File: config.mk
export PLATFORM = sky130hd
export DESIGN_NAME = mem_sync
export DESIGN_NICKNAME = d
export VERILOG_FILES = /design/src/rtl/mem_sync.sv
export SDC_FILE = /design/constraint.sdc
export NUM_CORES = 2
export LEC_CHECK = 0
export ABC_CLOCK_PERIOD_IN_PS = 7030
export CAP_MARGIN = 10
export CELL_PAD_IN_SITES_DETAIL_PLACEMENT = 0
export CELL_PAD_IN_SITES_GLOBAL_PLACEMENT = 1
export CORE_MARGIN = 5
export CORE_UTILIZATION = 39
export CTS_BUF_LIST = sky130_fd_sc_hd__clkbuf_16
export CTS_CLUSTER_SIZE = 20
export DETAILED_ROUTE_END_ITERATION = 12
export PLACE_DENSITY_LB_ADDON = 0.2
export SLEW_MARGIN = 0
export SYNTH_ARGS = -nofsm -noshare
export SYNTH_HDL_FRONTEND = slang
export SYNTH_SLANG_ARGS = --single-unit
File: constraint.sdc
create_clock -name clk -period 7.03 [get_ports clk]
set_input_delay 2.109 -clock clk [delete_from_list [all_inputs] [get_ports clk]]
set_output_delay 2.109 -clock clk [all_outputs]
set_load 0.1 [all_outputs]
File: src/rtl/mem_sync.sv
// mem_sync
//   Tag/state controller for a small fully-associative row cache that sits in
//   front of a large row-addressed memory. Each RD/WR request is mapped to a
//   cache slot (cRowId). The requester is stalled while a miss is serviced.
//   An external agent moves the data for write-backs and fills, and pulses
//   sync once when each move is complete.
//
//   Slot state: valid, dirty and tag per slot, plus a round-robin victim
//   pointer. Slots are filled lowest-invalid-first. Once every slot is valid,
//   the victim is taken from vptr. A dirty victim is written back before the
//   fill. A clean victim is overwritten directly.
module mem_sync #(
   parameter int CHWIDTH   = 6,
   parameter int ADDRWIDTH = 17
) (
   input  logic                 clk,
   input  logic                 rst,
   input  logic                 RD,
   input  logic                 WR,
   input  logic [ADDRWIDTH-1:0] RowId,
   input  logic                 sync,
   output logic [CHWIDTH-1:0]   cRowId,
   output logic                 stall
);

   localparam int CHROWS = 2 ** CHWIDTH;

   typedef enum logic [2:0] {
      IDLE,
      COMPARE,
      WRITEBACK,
      ALLOCATE,
      ACCESS
   } state_e;

   state_e               state_q, state_d;

   // Per-slot bookkeeping. Tags live in a plain array.
   logic [CHROWS-1:0]    valid_q, valid_d;
   logic [CHROWS-1:0]    dirty_q, dirty_d;
   logic [ADDRWIDTH-1:0] tag_q [CHROWS];
   logic                 tag_we;

   // Current slot: the hit, fill target or victim. Also the round-robin pointer.
   logic [CHWIDTH-1:0]   crow_q, crow_d;
   logic [CHWIDTH-1:0]   vptr_q, vptr_d;

   // Request captured in IDLE. Later changes on RowId/WR are ignored.
   logic [ADDRWIDTH-1:0] req_row_q, req_row_d;
   logic                 req_wr_q, req_wr_d;

   // Lookup results
   logic                 req_any;
   logic                 hit;
   logic [CHWIDTH-1:0]   hit_idx;
   logic                 free_any;
   logic [CHWIDTH-1:0]   free_idx;

   assign req_any  = RD | WR;
   assign free_any = ~&valid_q;
   assign cRowId   = crow_q;

   // Parallel tag compare over the valid slots.
   // At most one slot can match a given tag.
   always_comb begin
      hit     = 1'b0;
      hit_idx = '0;
      for (int i = CHROWS - 1; i >= 0; i--) begin
         if (valid_q[i] && (tag_q[i] == req_row_q)) begin
            hit     = 1'b1;
            hit_idx = CHWIDTH'(i);
         end
      end
   end

   // Priority encoder: the lowest-index invalid slot is the fill target while
   // the cache is still filling up.
   always_comb begin
      free_idx = '0;
      for (int i = CHROWS - 1; i >= 0; i--) begin
         if (!valid_q[i]) begin
            free_idx = CHWIDTH'(i);
         end
      end
   end

   // Next-state logic for the controller FSM
   always_comb begin
      // NOTE: every combinational output gets a default first. A path that
      // forgets to assign it would otherwise infer a latch.
      state_d = state_q;
      case (state_q)
         IDLE: begin
            if (req_any) begin
               state_d = COMPARE;
            end
         end
         COMPARE: begin
            if (hit) begin
               state_d = ACCESS;
            end else if (free_any) begin
               state_d = ALLOCATE;
            end else if (dirty_q[vptr_q]) begin
               state_d = WRITEBACK;
            end else begin
               state_d = ALLOCATE;
            end
         end
         WRITEBACK: begin
            if (sync) begin
               state_d = ALLOCATE;
            end
         end
         ALLOCATE: begin
            if (sync) begin
               state_d = ACCESS;
            end
         end
         ACCESS: begin
            if (!req_any) begin
               state_d = IDLE;
            end
         end
         default: state_d = IDLE;
      endcase
   end

   // Next values for the slot bookkeeping, the current slot and the captured request
   always_comb begin
      valid_d   = valid_q;
      dirty_d   = dirty_q;
      crow_d    = crow_q;
      vptr_d    = vptr_q;
      req_row_d = req_row_q;
      req_wr_d  = req_wr_q;
      tag_we    = 1'b0;
      case (state_q)
         IDLE: begin
            if (req_any) begin
               req_row_d = RowId;
               req_wr_d  = WR;
            end
         end
         COMPARE: begin
            if (hit) begin
               crow_d = hit_idx;
               if (req_wr_q) begin
                  dirty_d[hit_idx] = 1'b1;
               end
            end else if (free_any) begin
               crow_d = free_idx;
            end else begin
               crow_d = vptr_q;
            end
         end
         WRITEBACK: begin
            // The victim's data is now in backing memory. Retire the old contents.
            if (sync) begin
               dirty_d[crow_q] = 1'b0;
               valid_d[crow_q] = 1'b0;
            end
         end
         ALLOCATE: begin
            if (sync) begin
               tag_we          = 1'b1;
               valid_d[crow_q] = 1'b1;
               dirty_d[crow_q] = req_wr_q;
               // Advancing only when the pointed-to slot was used keeps the
               // round-robin order aligned with the initial lowest-first fill.
               if (crow_q == vptr_q) begin
                  vptr_d = vptr_q + CHWIDTH'(1);
               end
            end
         end
         ACCESS: begin
            if (WR) begin
               dirty_d[crow_q] = 1'b1;
            end
         end
         default: ;
      endcase
   end

   // Output logic: hold the requester off until its slot is ready
   always_comb begin
      case (state_q)
         IDLE:                         stall = req_any;
         COMPARE, WRITEBACK, ALLOCATE: stall = 1'b1;
         default:                      stall = 1'b0;
      endcase
   end

   // State register
   always_ff @(posedge clk or negedge rst) begin
      // NOTE: sequential state uses non-blocking assignments. All flops then
      // see the pre-edge values, whatever order the blocks are evaluated in.
      if (!rst) begin
         state_q <= IDLE;
      end else begin
         state_q <= state_d;
      end
   end

   // Slot flags, pointers and captured request. A reset invalidates the whole cache.
   always_ff @(posedge clk or negedge rst) begin
      if (!rst) begin
         valid_q   <= '0;
         dirty_q   <= '0;
         crow_q    <= '0;
         vptr_q    <= '0;
         req_row_q <= '0;
         req_wr_q  <= 1'b0;
      end else begin
         valid_q   <= valid_d;
         dirty_q   <= dirty_d;
         crow_q    <= crow_d;
         vptr_q    <= vptr_d;
         req_row_q <= req_row_d;
         req_wr_q  <= req_wr_d;
      end
   end

   // Tag storage, written when a fill completes
   always_ff @(posedge clk) begin
      // NOTE: the tag array has no reset. A tag is never used unless its
      // valid bit is set, so resetting it would add reset fan-out for nothing.
      if (tag_we) begin
         tag_q[crow_q] <= req_row_q;
      end
   end

endmodule

# Yosys cells after proc, flatten, opt, wreduce, memory -nomap -nowiden

Memories as Yosys holds them, arrays and structs flattened.
Index checks and enable logic that the tools add are counted.

Add/sub/neg operators: 1
Order comparisons: 5
Equal/unequal tests: 76
Muxes and demuxes: 223
Bitwise gates (word level): 7
Reductions and logical operators: 76

Operator list:

| kind                                                                   | count |
|---|---|
| 17-bit equality test                                                   | 64 |
| 6-bit two-way mux                                                      | 130 |
| 64-bit two-way mux                                                     | 7 |
| 64-bit one-hot mux with 4 select lines                                 | 1 |
| 64-bit OR                                                              | 3 |
| 64-bit AND                                                             | 2 |
| 64-bit one-hot mux with 2 select lines                                 | 1 |
| 1-bit two-way mux                                                      | 73 |
| 1-bit logical AND                                                      | 66 |
| 64-bit bitwise mux                                                     | 1 |
| 64-bit NOT                                                             | 1 |
| 64-bit AND reduction                                                   | 1 |
| 6-bit by 7-bit < comparator with 1-bit output (second input constant)  | 3 |
| 3-bit two-way mux                                                      | 5 |
| 3-bit one-hot mux with 5 select lines                                  | 1 |
| 2-bit != test (second input constant)                                  | 7 |
| 1-bit demux with 6-bit select                                          | 2 |
| 6-bit by 1-bit >= comparator with 1-bit output (second input constant) | 2 |
| 6-bit by 1-bit adder with 6-bit output (second input constant)         | 1 |
| 1-bit binary-select mux with 6-bit select                              | 1 |
| 3-bit by 2-bit equality test with 1-bit output (second input constant) | 2 |
| 6-bit equality test                                                    | 1 |
| 3-bit AND reduction                                                    | 2 |
| 6-bit AND reduction                                                    | 1 |
| other kinds (10)                                                       | 10 |

Register bits after elaboration: 161
Memory bits (writable): 1088
Input port bits: 22
Output and inout bits: 7
Word-level logic and storage cells: 396
Memories kept: 1

Memory list:

| memory | depth | width | read ports | clocked after Yosys merged registers in | wr ports | line | source |
|---|---|---|---|---|---|---|---|
| tag_q  | 64    | 17    | 64         | 0                                       | 1        | 41   | `logic [ADDRWIDTH-1:0] tag_q [CHROWS];` |

# Longest topological paths before layout

An unclocked memory read counts as a cell.

Word-level depth: 75
Mapped depth: 17
Mapped depth without buffers: 11

# Worst setup path before layout

OpenSTA, ideal clock, no wires.

Kind: input port to output port
Start point: in WR
End point: out stall
Data arrival time: 3639 ps
Required time: 4921 ps
Setup slack: 1282 ps
Stages: 2
Buffers on the path: 0
Path through: nor2_1 a21oi_1

Cells in the longest elaborated chain, start to end: 2

RTL lines:

| item                                  | line | source |
|---|---|---|
| from (decl)                           | 19   | `input logic WR,` |
| 1-bit OR                              | 59   | `assign req_any = RD \| WR;` |
| 1-bit one-hot mux with 2 select lines | 186  | `case (state_q)` |
| to (decl)                             | 23   | `output logic stall` |

No other way between the ends.

# Worst setup path after layout

Start point: reg req_row_q[7]
End point: reg dirty_q[51]

Cells in the longest elaborated chain, start to end: 74
Elaborated cells between the ends (all ways): 267
Classes of those cells: order compare: 2; eq/ne: 65; mux: 133; bitwise: 1; reduce/logical: 66

RTL lines:

| item                                                                                                                                         | line | source |
|---|---|---|
| from (decl)                                                                                                                                  | 49   | `logic [ADDRWIDTH-1:0] req_row_q, req_row_d;` |
| from (signal assigned)                                                                                                                       | 218  | `req_row_q <= req_row_d;` |
| 17-bit equality test                                                                                                                         | 69   | `if (valid_q[i] && (tag_q[i] == req_row_q)) begin` |
| 1-bit logical AND                                                                                                                            | 69   |  |
| 6-bit two-way mux (64 in a row)                                                                                                              | 69   |  |
| 6-bit by 7-bit < comparator with 1-bit output (not written as such) / 6-bit by 1-bit >= comparator with 1-bit output (equally long branches) | 148  | `dirty_d[hit_idx] = 1'b1;` |
| 1-bit logical AND (not written as such)                                                                                                      | 148  |  |
| 1-bit two-way mux (not written as such)                                                                                                      | 148  |  |
| 1-bit demux with 6-bit select                                                                                                                | 148  |  |
| 64-bit OR (no source line)                                                                                                                   | --   |  |
| 64-bit two-way mux                                                                                                                           | 147  | `if (req_wr_q) begin` |
| 64-bit two-way mux                                                                                                                           | 145  | `if (hit) begin` |
| 64-bit one-hot mux with 4 select lines                                                                                                       | 137  | `case (state_q)` |
| to (signal assigned)                                                                                                                         | 215  | `dirty_q <= dirty_d;` |
| to (decl)                                                                                                                                    | 40   | `logic [CHROWS-1:0] dirty_q, dirty_d;` |

Several ways; a longest one is shown, not always the timed one. The select of a mux whose other input is x is not followed.
A chain may end at the register's enable or synchronous reset.

==> flow_summary.yaml <==
outcome:
  status: "finished clean"
sta:
  period_needed_ps: 5607
  clock-skew-final_ps: 50.93
  rsz0062_at_grt: "no"
  max_freq_mhz: 178.3
  setup_viol: 0
  fin_tns_setup_ps: 0
  final-hold-violation-count: 0
  slew_headroom_pct: 9.224
  worstMarginPinSlew_ps: 1357
  period_share_pct: 79.76
  drv_slew: 0
floorplanning:
  die_w_um: 403.3
  rows: 144
  initial_core_util_pct: 39.20
  die_area_mm2: 0.1626
  coreArea_mm2: 0.1539
  ios: 29
  die_h_um: 403.3
hold_path:
  hold_start: "dirty_q[47]$_DFFE_PN0P_"
  hold-path-endpoint: "dirty_q[47]$_DFFE_PN0P_"
  holdPathStages: 2
  hp-class: "flip-flop to flip-flop"
yosys:
  synth_top_cell_by_area: "edfxtp_1"
  synth_seq_cells: 1249
  netlist_area_mm2: 0.06032
  synth_compound_area_share_pct: 4.447
  synth_top_area_share_pct: 54.16
  async_flop_share_pct: 12.89
  synth-xor-area-share_pct: 15.99
  synth_top_family_by_area: "XOR/XNOR gates"
  synth.yosys.seq_area_share_pct: 60.84
  synth.area.top_cells: "edfxtp_1 (54%), xnor2_1 (13%), dfrtp_1 (6.7%)"
  syn_area_per_cell_um2: 13.31
  synthAdderAreaFrac_pct: 0.02074
  synth.area.mux_share_pct: 1.852
  synth_edf_count: 1088
  ys_warn_count: 0
  syn_inst: 4533
  yosysUniqueCellTypes: 88
  yosys.area_share.simple_pct: 13.82
  synth-main-ff-cell: "edfxtp_1"
  synthesis.nets: 4556
cts:
  cts.sinks: 1249
  cts_resized: 0
  cts_hold_buf: 0
  path_clk_slew_ps: 60
  cts-htree-levels: 4
  cts_setup_buffers: 0
  cts_buffer_depth: 3
  clock-root-buffer: "clkbuf_16"
  cts_tree: "built"
  numCtsBuffers: 143
  clock_latency_ps: 780
setup_path:
  cp_slowest_cell: "a311oi_1"
  cp-start-kind: "flip-flop"
  crit_arrival_ps: 6280
  required_ps: 7700
  r2r_end: "dirty_q[51]$_DFFE_PN0P_"
  ff2ff_setup_slack_ps: 1420
  crit_family: "compound AO/OA/AOI/OAI gates"
  cp_cell_sequence: "buf_12 > xnor2_1 > nand4_1 > nor3_1 > nand4_1 > nand2_1 > o21bai_1 > a311oi_1 > o311ai_2 > nor3b_2 > buf_4 > nand2_1 > o21ai_0"
  cp-end-kind: "flip-flop"
  criticalPathCategory: "flip-flop to flip-flop"
  worst-r2r-cell-count: 13
  rr_startpoint: "req_row_q[7]$_DFFE_PN0P_"
  crit_path_max_incr_delay_ps: 980
  cp_max_fo: 37
  path_buf_inv: 2
global_route:
  grt_first_pass_wirelength_um: 266600
  grt_max_degree: 79
  antenna_found_initial: 5
  grt_pass1_vias: 37660
  grt_overflow_total: 0
  grtUsageTotal_pct: 22.03
detailed_routing:
  met3_length_um: 10340
  ant_nets: 0
  drt-wirelength-per-cell_um: 26.59
  routed_wl_um: 182700
  wl_met1_um: 83630
  top_layer: "met4"
  wl_met2_um: 83080
  drt_iter0_markers: 3223
  remaining_drc_errors: 0
  via_count: 38480
  dr.pass1.iters: 5
  vias_per_cell: 5.600
final_layout:
  layout_common_cells: "edfxtp_1 (1088), xnor2_1 (871), nand4_1 (513)"
  syn_to_final_growth_pct: 13.03
  seq_area_mm2: 0.03677
  nets: 4733
  final_common_cell: "edfxtp_1"
  nFillCells: 14080
  multi_input_area_mm2: 0.02187
  drive_gt1_share_pct: 12.13
power:
  power_density_mw_per_mm2: 396.0
  power_mw: 27.00
  power_leakage_nw: 21.52
  ir_drop_mv: 0.2138
placed_design:
  io_buffers: 28
  hpwl_um: 122100
  gp_congestion: 0.9498
flow_run:
  cap_violations: 0
[per-stage QoR]
step / hold WS (ps) / area (µm²) / setup slack (ps) / util [%] / std cells
finish: 500.3 / 68180 / 1423 / 44.31 / 6871
detailed placement: 488.3 / 63600 / 1491 / 41.34 / 6609
global placement: 477.7 / 63590 / 1373 / 41.33 / 6608
CTS: 500.2 / 68170 / 1687 / 44.31 / 6868
global route: 529.1 / 68180 / 1213 / 44.31 / 6871
floorplan: 451.5 / 60320 / 1282 / - / 4533
[sequential cells by signal, indices dropped and copies added, names as in the netlist, named ones only]
signal and cells:
cRowId 6, dirty_q 64, req_row_q 17, req_wr_q 1, state_q 3, tag_q 1088
vptr_q 6
[worst max-delay path by stage]
stage	from	end	slack, ps	cells after the start
after floorplan	WR	stall	1280	2
after global placement	sync	tag_q[25][14]$_DFFE_PP_	1370	4
after detailed placement	sync	vptr_q[4]$_DFFE_PN0P_	1490	7
after CTS	req_row_q[9]$_DFFE_PN0P_	dirty_q[14]$_DFFE_PN0P_	1690	12
after global routing	req_row_q[3]$_DFFE_PN0P_	dirty_q[39]$_DFFE_PN0P_	1210	13
final	req_row_q[7]$_DFFE_PN0P_	dirty_q[51]$_DFFE_PN0P_	1420	13
[area by class of cell]
class | instances | area share (%)
Antenna cell | 3 | 0.01101
Tap cell | 2044 | 3.751
Multi-Input combinational cell | 3047 | 32.07
Clock buffer | 151 | 5.542
Inverter | 28 | 0.1541
Clock inverter | 108 | 1.160
Sequential cell | 1249 | 53.92
Timing Repair Buffer | 241 | 3.388
[cells in the mapped netlist, types with 9 or more instances]
cell type / instances
or3_1: 10
or2_2: 43
dfrtp_1: 161
and3_1: 19
buf_6: 51
mux2i_1: 16
o21ai_0: 89
buf_8: 34
nor2_1: 176
nor3b_1: 55
a211oi_1: 43
inv_1: 28
and2_1: 11
o221ai_1: 10
nor3_1: 149
a21oi_1: 89
nand2_1: 183
nor4_1: 41
and4_1: 20
nor2b_1: 32
clkbuf_1: 77
xnor2_1: 871
xor2_1: 230
nand4_1: 513
o211ai_1: 9
o22ai_1: 52
mux2_2: 67
edfxtp_1: 1088
buf_4: 31
nor4b_1: 58
o2bb2ai_1: 11
mux4_2: 9
nand2b_1: 21
nand3_1: 45
a31oi_1: 52
[where the power goes]
group | internal (mW) | leakage (nW) | switching (mW)
Combinational | 3.43 | 7.17 | 5.99
Clock | 4.29 | 2.39 | 3.03
Sequential | 9.21 | 12.0 | 1.05
[metal layers]
layer | GRT usage (%) | vias up
met2 | 34.42 | 1060
met4 | 6.765 | 0
li1 | - | 17530
met1 | 31.17 | 19580
met3 | 4.278 | 308
met5 | 0 | -
[cells by family after synthesis]
kind of cell	count (synthesis)
AOI/OAI and AO/OA	419
xor gates and xnor gates	1101
adders and majority gates	1
buffers and inverters	237
DFF	1249
muxes	92
and+or+nand+nor	1434
[worst min-delay path: stages (launching register included)]
cell and delay, ps:
dfrtp_1 340, o22ai_1 60, o21ai_0 60
(Power assumes the default switching activity.)
